`src/rtl/tea_pkg.sv`:
```
// Shared types and constants for the TEA key-search scheduler and its helpers.
// Latency: n/a (package only).
// Backpressure: n/a.
package tea_pkg;

   localparam int          KEY_W    = 48;
   localparam logic [31:0] DELTA    = 32'h9E3779B9;
   localparam logic [31:0] SUM_INIT = 32'hC6EF3720;

   typedef enum logic [1:0] {
      S_IDLE,
      S_RUN,
      S_DRAIN,
      S_DONE
   } sched_state_t;

   typedef logic [KEY_W-1:0] key_t;

   // Number of set bits in a vector of up to 16 per-core flags.
   function automatic logic [4:0] popcnt16(input logic [15:0] v);
      logic [4:0] n;
      n = '0;
      for (int i = 0; i < 16; i++) begin
         n = n + {4'b0000, v[i]};
      end
      return n;
   endfunction

endpackage

```
`src/rtl/tea_prio_enc.sv`:
```
// Lowest-index-set priority encoder with an any-set flag.
// Latency: combinational.
// Backpressure: none.
// Ports: req (N request bits), idx (index of lowest set bit, 0 when none), any (some bit set).
module tea_prio_enc
   import tea_pkg::*;
#(
   parameter int N  = 4,
   localparam int IW = (N > 1) ? $clog2(N) : 1
) (
   input  logic [N-1:0]  req,
   output logic [IW-1:0] idx,
   output logic          any
);

   // Scan from the top down so the last hit written is the lowest index.
   always_comb begin
      idx = '0;
      any = 1'b0;
      for (int i = N - 1; i >= 0; i--) begin
         if (req[i]) begin
            idx = IW'(i);
            any = 1'b1;
         end
      end
   end

endmodule

```
`src/rtl/tea_key_sched.sv`:
```
// Sweeps [key_lo, key_hi] across N_CORES TEA cores; stops on the first valid plaintext.
// Latency: first core_start one cycle after the search enters RUN; done one cycle after DONE.
// Backpressure: a key is dispatched only to an idle core; ena low freezes every register.
// Ports: host side cmd_start/cmd_abort/key_lo/key_hi/data_in -> busy/done/found/aborted/
//        found_key/keys_tried; core side core_data/core_start/core_key -> core_rdy/core_valid/
//        core_key_out. Define TEA_SCHED_PERF_EN to add the cycle_cnt busy-cycle counter.
module tea_key_sched
   import tea_pkg::*;
#(
   parameter int N_CORES = 4,
   parameter int KEY_W   = tea_pkg::KEY_W
) (
   input  logic                     clk,
   input  logic                     rst,
   input  logic                     ena,
   input  logic                     cmd_start,
   input  logic                     cmd_abort,
   input  logic [KEY_W-1:0]         key_lo,
   input  logic [KEY_W-1:0]         key_hi,
   input  logic [63:0]              data_in,
   output logic [63:0]              core_data,
   output logic [N_CORES-1:0]       core_start,
   output logic [N_CORES*KEY_W-1:0] core_key,
   input  logic [N_CORES-1:0]       core_rdy,
   input  logic [N_CORES-1:0]       core_valid,
   input  logic [N_CORES*KEY_W-1:0] core_key_out,
`ifdef TEA_SCHED_PERF_EN
   output logic [31:0]              cycle_cnt,
`endif
   output logic                     busy,
   output logic                     done,
   output logic                     found,
   output logic                     aborted,
   output logic [KEY_W-1:0]         found_key,
   output logic [KEY_W:0]           keys_tried
);

   localparam int IW = (N_CORES > 1) ? $clog2(N_CORES) : 1;

   sched_state_t       state;
   logic [KEY_W:0]     next_key;   // one extra bit so an all-ones key_hi ends without wrapping
   logic [KEY_W-1:0]   last;
   logic [N_CORES-1:0] core_busy;

   logic [N_CORES-1:0] rdy_ok;
   logic [N_CORES-1:0] match_vec;
   logic [N_CORES-1:0] disp_vec;
   logic [N_CORES-1:0] busy_nxt;
   logic [IW-1:0]      idle_idx;
   logic [IW-1:0]      match_idx;
   logic               idle_any;
   logic               match_any;
   logic               match_take;
   logic               abort_take;
   logic               issued_all;
   logic               dispatch;
   logic [4:0]         n_rdy;

   // Results from cores we never started (or that were orphaned by reset) are dropped here.
   assign rdy_ok    = core_rdy & core_busy;
   assign match_vec = rdy_ok & core_valid;
   assign n_rdy     = popcnt16(16'(rdy_ok));

   tea_prio_enc #(.N(N_CORES)) u_idle_enc (
      .req (~core_busy),
      .idx (idle_idx),
      .any (idle_any)
   );

   tea_prio_enc #(.N(N_CORES)) u_match_enc (
      .req (match_vec),
      .idx (match_idx),
      .any (match_any)
   );

   // A match outranks an abort arriving in the same cycle; neither allows a dispatch.
   assign match_take = match_any && !found && (state == S_RUN || state == S_DRAIN);
   assign abort_take = cmd_abort && (state == S_RUN) && !match_take;
   assign issued_all = next_key > {1'b0, last};
   assign dispatch   = (state == S_RUN) && !issued_all && idle_any && !match_take && !abort_take;
   // Selection uses the registered busy bits, so a core freed this cycle is reused next cycle.
   assign disp_vec   = dispatch ? (N_CORES'(1) << idle_idx) : '0;
   assign busy_nxt   = (core_busy & ~rdy_ok) | disp_vec;

   assign busy = (state != S_IDLE);

   always_ff @(posedge clk or posedge rst) begin
      if (rst) begin
         state      <= S_IDLE;
         next_key   <= '0;
         last       <= '0;
         core_busy  <= '0;
         core_data  <= '0;
         core_start <= '0;
         core_key   <= '0;
         done       <= 1'b0;
         found      <= 1'b0;
         aborted    <= 1'b0;
         found_key  <= '0;
         keys_tried <= '0;
      end else if (ena) begin
         core_start <= disp_vec;
         core_busy  <= busy_nxt;
         done       <= 1'b0;
         keys_tried <= keys_tried + (KEY_W+1)'(n_rdy);
         if (dispatch) begin
            core_key[idle_idx*KEY_W +: KEY_W] <= next_key[KEY_W-1:0];
            next_key                          <= next_key + 1'b1;
         end
         if (match_take) begin
            found     <= 1'b1;
            found_key <= core_key_out[match_idx*KEY_W +: KEY_W];
         end
         case (state)
            S_IDLE: begin
               if (cmd_start) begin
                  core_data  <= data_in;
                  next_key   <= {1'b0, key_lo};
                  last       <= key_hi;
                  found      <= 1'b0;
                  aborted    <= 1'b0;
                  found_key  <= '0;
                  keys_tried <= '0;
                  state      <= (key_lo > key_hi) ? S_DONE : S_RUN;
               end
            end
            S_RUN: begin
               if (match_take || issued_all) begin
                  state <= S_DRAIN;
               end else if (abort_take) begin
                  aborted <= 1'b1;
                  state   <= S_DRAIN;
               end
            end
            S_DRAIN: begin
               if (busy_nxt == '0) begin
                  state <= S_DONE;
               end
            end
            S_DONE: begin
               done  <= 1'b1;
               state <= S_IDLE;
            end
            default: state <= S_IDLE;
         endcase
      end
   end

`ifdef TEA_SCHED_PERF_EN
   always_ff @(posedge clk or posedge rst) begin
      if (rst) begin
         cycle_cnt <= '0;
      end else if (ena) begin
         if (state == S_IDLE && cmd_start) begin
            cycle_cnt <= '0;
         end else if (busy && cycle_cnt != 32'hFFFF_FFFF) begin
            cycle_cnt <= cycle_cnt + 32'd1;
         end
      end
   end
`endif

endmodule

```
`config.mk`:
```
export PLATFORM = sky130hd
export DESIGN_NAME = tea_key_sched
export DESIGN_NICKNAME = d
export VERILOG_FILES = /design/src/rtl/tea_pkg.sv /design/src/rtl/tea_prio_enc.sv /design/src/rtl/tea_key_sched.sv
export SDC_FILE = /design/constraint.sdc
export NUM_CORES = 1
export LEC_CHECK = 0
export BUFFER_PORTS_ARGS = -buffer_cell sky130_fd_sc_hd__buf_2
export CORE_AREA = 2 2 279 281
export DETAILED_ROUTE_END_ITERATION = 8
export DIE_AREA = 0 0 281 283
export HOLD_SLACK_MARGIN = 0.12
export PLACE_DENSITY = 0.63
export SYNTH_ARGS = -nofsm -noshare
export SYNTH_HDL_FRONTEND = slang
export SYNTH_SLANG_ARGS = --single-unit
```
`constraint.sdc`:
```
create_clock -name clk -period 19.25 [get_ports clk]
set_input_delay 1.925 -clock clk [delete_from_list [all_inputs] [get_ports clk]]
set_output_delay 1.925 -clock clk [all_outputs]
set_load 0.03 [all_outputs]
```
==> impl_metrics.py <==
metrics = {
    "status": {
        "outcome": "finished, final reports clean",
    },
    "sta": {
        "maxSlewViolCount": 0,
        "report.final.hold_viol_count": 0,
        "setup_viol": 0,
        "whs_ns": 0.470,
        "finClkSkew_ns": 0.0242,
        "rsz0062_at_grt": "false",
        "fin_setup_tns_ns": 0,
        "tightest_slew_ns": 1.33,
        "max_slew_margin_pct": 11.5,
        "setup_ws_ns": 13.96,
        "period_share_pct": 27.5,
        "fmax_mhz": 189,
        "period_minus_slack_ns": 5.29,
    },
    "floorplanning": {
        "start_util_pct": 32.8,
        "die_h_um": 283,
        "io_pins": 726,
        "die_area_um2": 79500,
        "core-area_um2": 76700,
        "die_w_um": 281,
        "rows": 102,
    },
    "synthesis": {
        "syn_nets": 3134,
        "synth_edf_count": 0,
        "ys_seq_area_share_pct": 46.1,
        "async_flop_share_pct": 100,
        "synth_top_area_share_pct": 46.1,
        "synth_most_common_cell": "nand2_1",
        "synth_cell_types": 79,
        "synth_area_leader_cell": "dfrtp_1",
        "synth_cells": 2658,
        "syn_area_um2": 25200,
        "synth.area.top_cells": "dfrtp_1 (46%), nand2_1 (7.8%), ha_1 (5.4%)",
        "yosys_warnings": 0,
        "ys_ff_latch": 463,
        "synthFlopType": "dfrtp_1",
        "synthTopCellsByCount": "nand2_1 (523), dfrtp_1 (463), o21ai_0 (159)",
        "avgSynthCellArea_um2": 9.46,
    },
    "hold_path": {
        "worstHoldEndpoint": "core_data[27]",
        "holdPathStages": 2,
        "worstHoldStart": "core_data[27]",
        "holdCritPathClass": "flip-flop to flip-flop",
    },
    "worst_setup_path": {
        "end_kind": "flip-flop",
        "critical_path_class": "flip-flop to flip-flop",
        "required_ns": 19.75,
        "cp-start-kind": "flip-flop",
        "reg2reg_depth": 9,
        "timing.rr.end": "core_key[94]",
        "reg2reg_slack_ns": 13.96,
        "critPathArrivalTime_ns": 5.79,
        "crit_fanout": 44,
        "r2r_start": "core_busy[0]",
    },
    "grt": {
        "grt.overflow.total": 0,
        "grt_max_degree": 147,
        "track_usage_pct": 25.2,
        "grt_pass1_wl_um": 151000,
        "antenna_found_initial": 28,
        "grt_pass1_vias": 22700,
    },
    "place": {
        "io_buffers": 725,
        "post-place-ws_ns": 13.45,
        "dp_hpwl_um": 77000,
        "gp_congestion": 0.924,
        "dp.cells": 4257,
        "post_dp_cell_area_um2": 29600,
    },
    "cts": {
        "insertion_delay_ns": 0.61,
        "htree_levels": 2,
        "root_buffer": "clkbuf_16",
        "cts_tree": "done",
        "post_cts_resized": 0,
        "path_clk_slew_ns": 0.06,
        "post_cts_buffers": 0,
        "clock_sinks": 463,
        "cts_made_buffers": 53,
        "clockBufferDepth": 3,
        "postCtsHoldBufs": 0,
    },
    "routing": {
        "drtIter0Drc": 2218,
        "post-route-drc-count": 0,
        "ant_nets": 0,
        "vias": 23600,
        "avgRoutedWirePerCell_um": 23.6,
        "finalWirelength_um": 103000,
        "dr.pass1.iters": 7,
        "vias_per_cell": 5.41,
    },
    "finish": {
        "final_cell_area_um2": 31500,
        "areaGrowthSynthToFinish_pct": 25.3,
        "nNetsFinal": 3748,
        "fin_cells": 4361,
        "fillers": 7600,
        "final_layout_size_suffix_gt1_share_pct": 31.0,
        "final_util_pct": 41.1,
        "multi_input_area_um2": 12300,
        "ff_latch_area_um2": 11600,
    },
    "power_and_ir_drop": {
        "leakage_nw": 16.0,
        "powerDensity_nw_per_um2": 135,
        "power_mw": 4.26,
        "ir_drop_mv": 0.0932,
    },
    "flow_run": {
        "drv_cap": 0,
    },
}
[power breakdown]
part | internal [mW] | leakage, nW | switching (mW)
clock | 0.660 | 0.925 | 0.439
combinational | 0.503 | 8.92 | 1.11
sequential | 1.21 | 6.14 | 0.335
total | 2.37 | 16.0 | 1.88
[layout by cell type, fill, tap and decap left out, drive strengths merged, types with 16 or more instances in the layout]
cell type,netlist,routed
nand4,58,58
a22o,69,69
and3,59,59
nand2,524,524
a311oi,20,20
a22oi,34,34
clkbuf,158,78
nand3,70,70
xor2,28,28
inv,126,131
o21ai,159,159
nor2,153,153
mux4,48,48
nor3,34,34
dfrtp,463,463
a21oi,140,140
o22ai,16,16
mux2,98,98
ha,108,108
or3,27,27
o31ai,43,43
and2,17,17
a211oi,19,19
buf,43,760
[worst max-delay path by stage]
stage | from | end | slack, ns
6_report | core_busy[0] | core_key[94] | 13.96
5_1_grt | core_busy[3] | core_key[95] | 13.63
4_1_cts | core_busy[3] | core_key[94] | 14.10
3_5_place_dp | core_rdy[2] | keys_tried[46] | 13.45
3_3_place_gp | core_rdy[2] | keys_tried[42] | 13.50
2_1_floorplan | rst | aborted | 4.41
[logic make-up after synthesis]
kind of cell | count (synthesis) | share of synthesized area, %
xor gates and xnor gates | 38 | 1.32
adders and majority gates | 111 | 5.61
DFF | 463 | 46.1
and+or+nand+nor | 988 | 17.9
muxes | 161 | 9.28
buffers and inverters | 328 | 5.28
AOI/OAI and AO/OA | 569 | 14.6
[metal layers]
layer  routed length (um)  part of all wire (%)  global-route usage [%]  up-vias
met3                 9580                   9.3                    6.65      215
met5                  236                  0.23                       0        -
met1                43700                    42                    34.5    11500
met4                 3820                   3.7                    8.69       40
met2                45600                    44                    38.3     1194
li1                     -                     -                       -    10600
[sequential cells by signal, summed over array words and instances, names as in the netlist]
signal / cells
core_start: 4
keys_tried: 49
core_key: 192
state: 2
aborted: 1
core_data: 64
found: 1
last: 48
done: 1
core_busy: 4
next_key: 49
found_key: 48
[worst max-delay path, stage by stage, from the launching register on]
cell and delay, ns:
dfrtp_1 0.50, inv_1 0.20, a21o_1 0.21, buf_4 0.27
ha_1 0.75, nor2b_1 0.84, nand2_1 0.88, nor2_1 1.21
nand2_1 0.10, o21ai_0 0.21
[area by class of cell]
class / count / area share, %
clock inverter: 20 / 0.977
timing repair buffer: 760 / 12.4
clock buffer: 78 / 5.08
tap: 1040 / 4.13
inverter: 127 / 1.54
sequential: 463 / 36.8
antenna: 6 / 0.0476
multi-input combinational: 1867 / 39.1
Note: power is estimated with default switching activity, not from simulation.
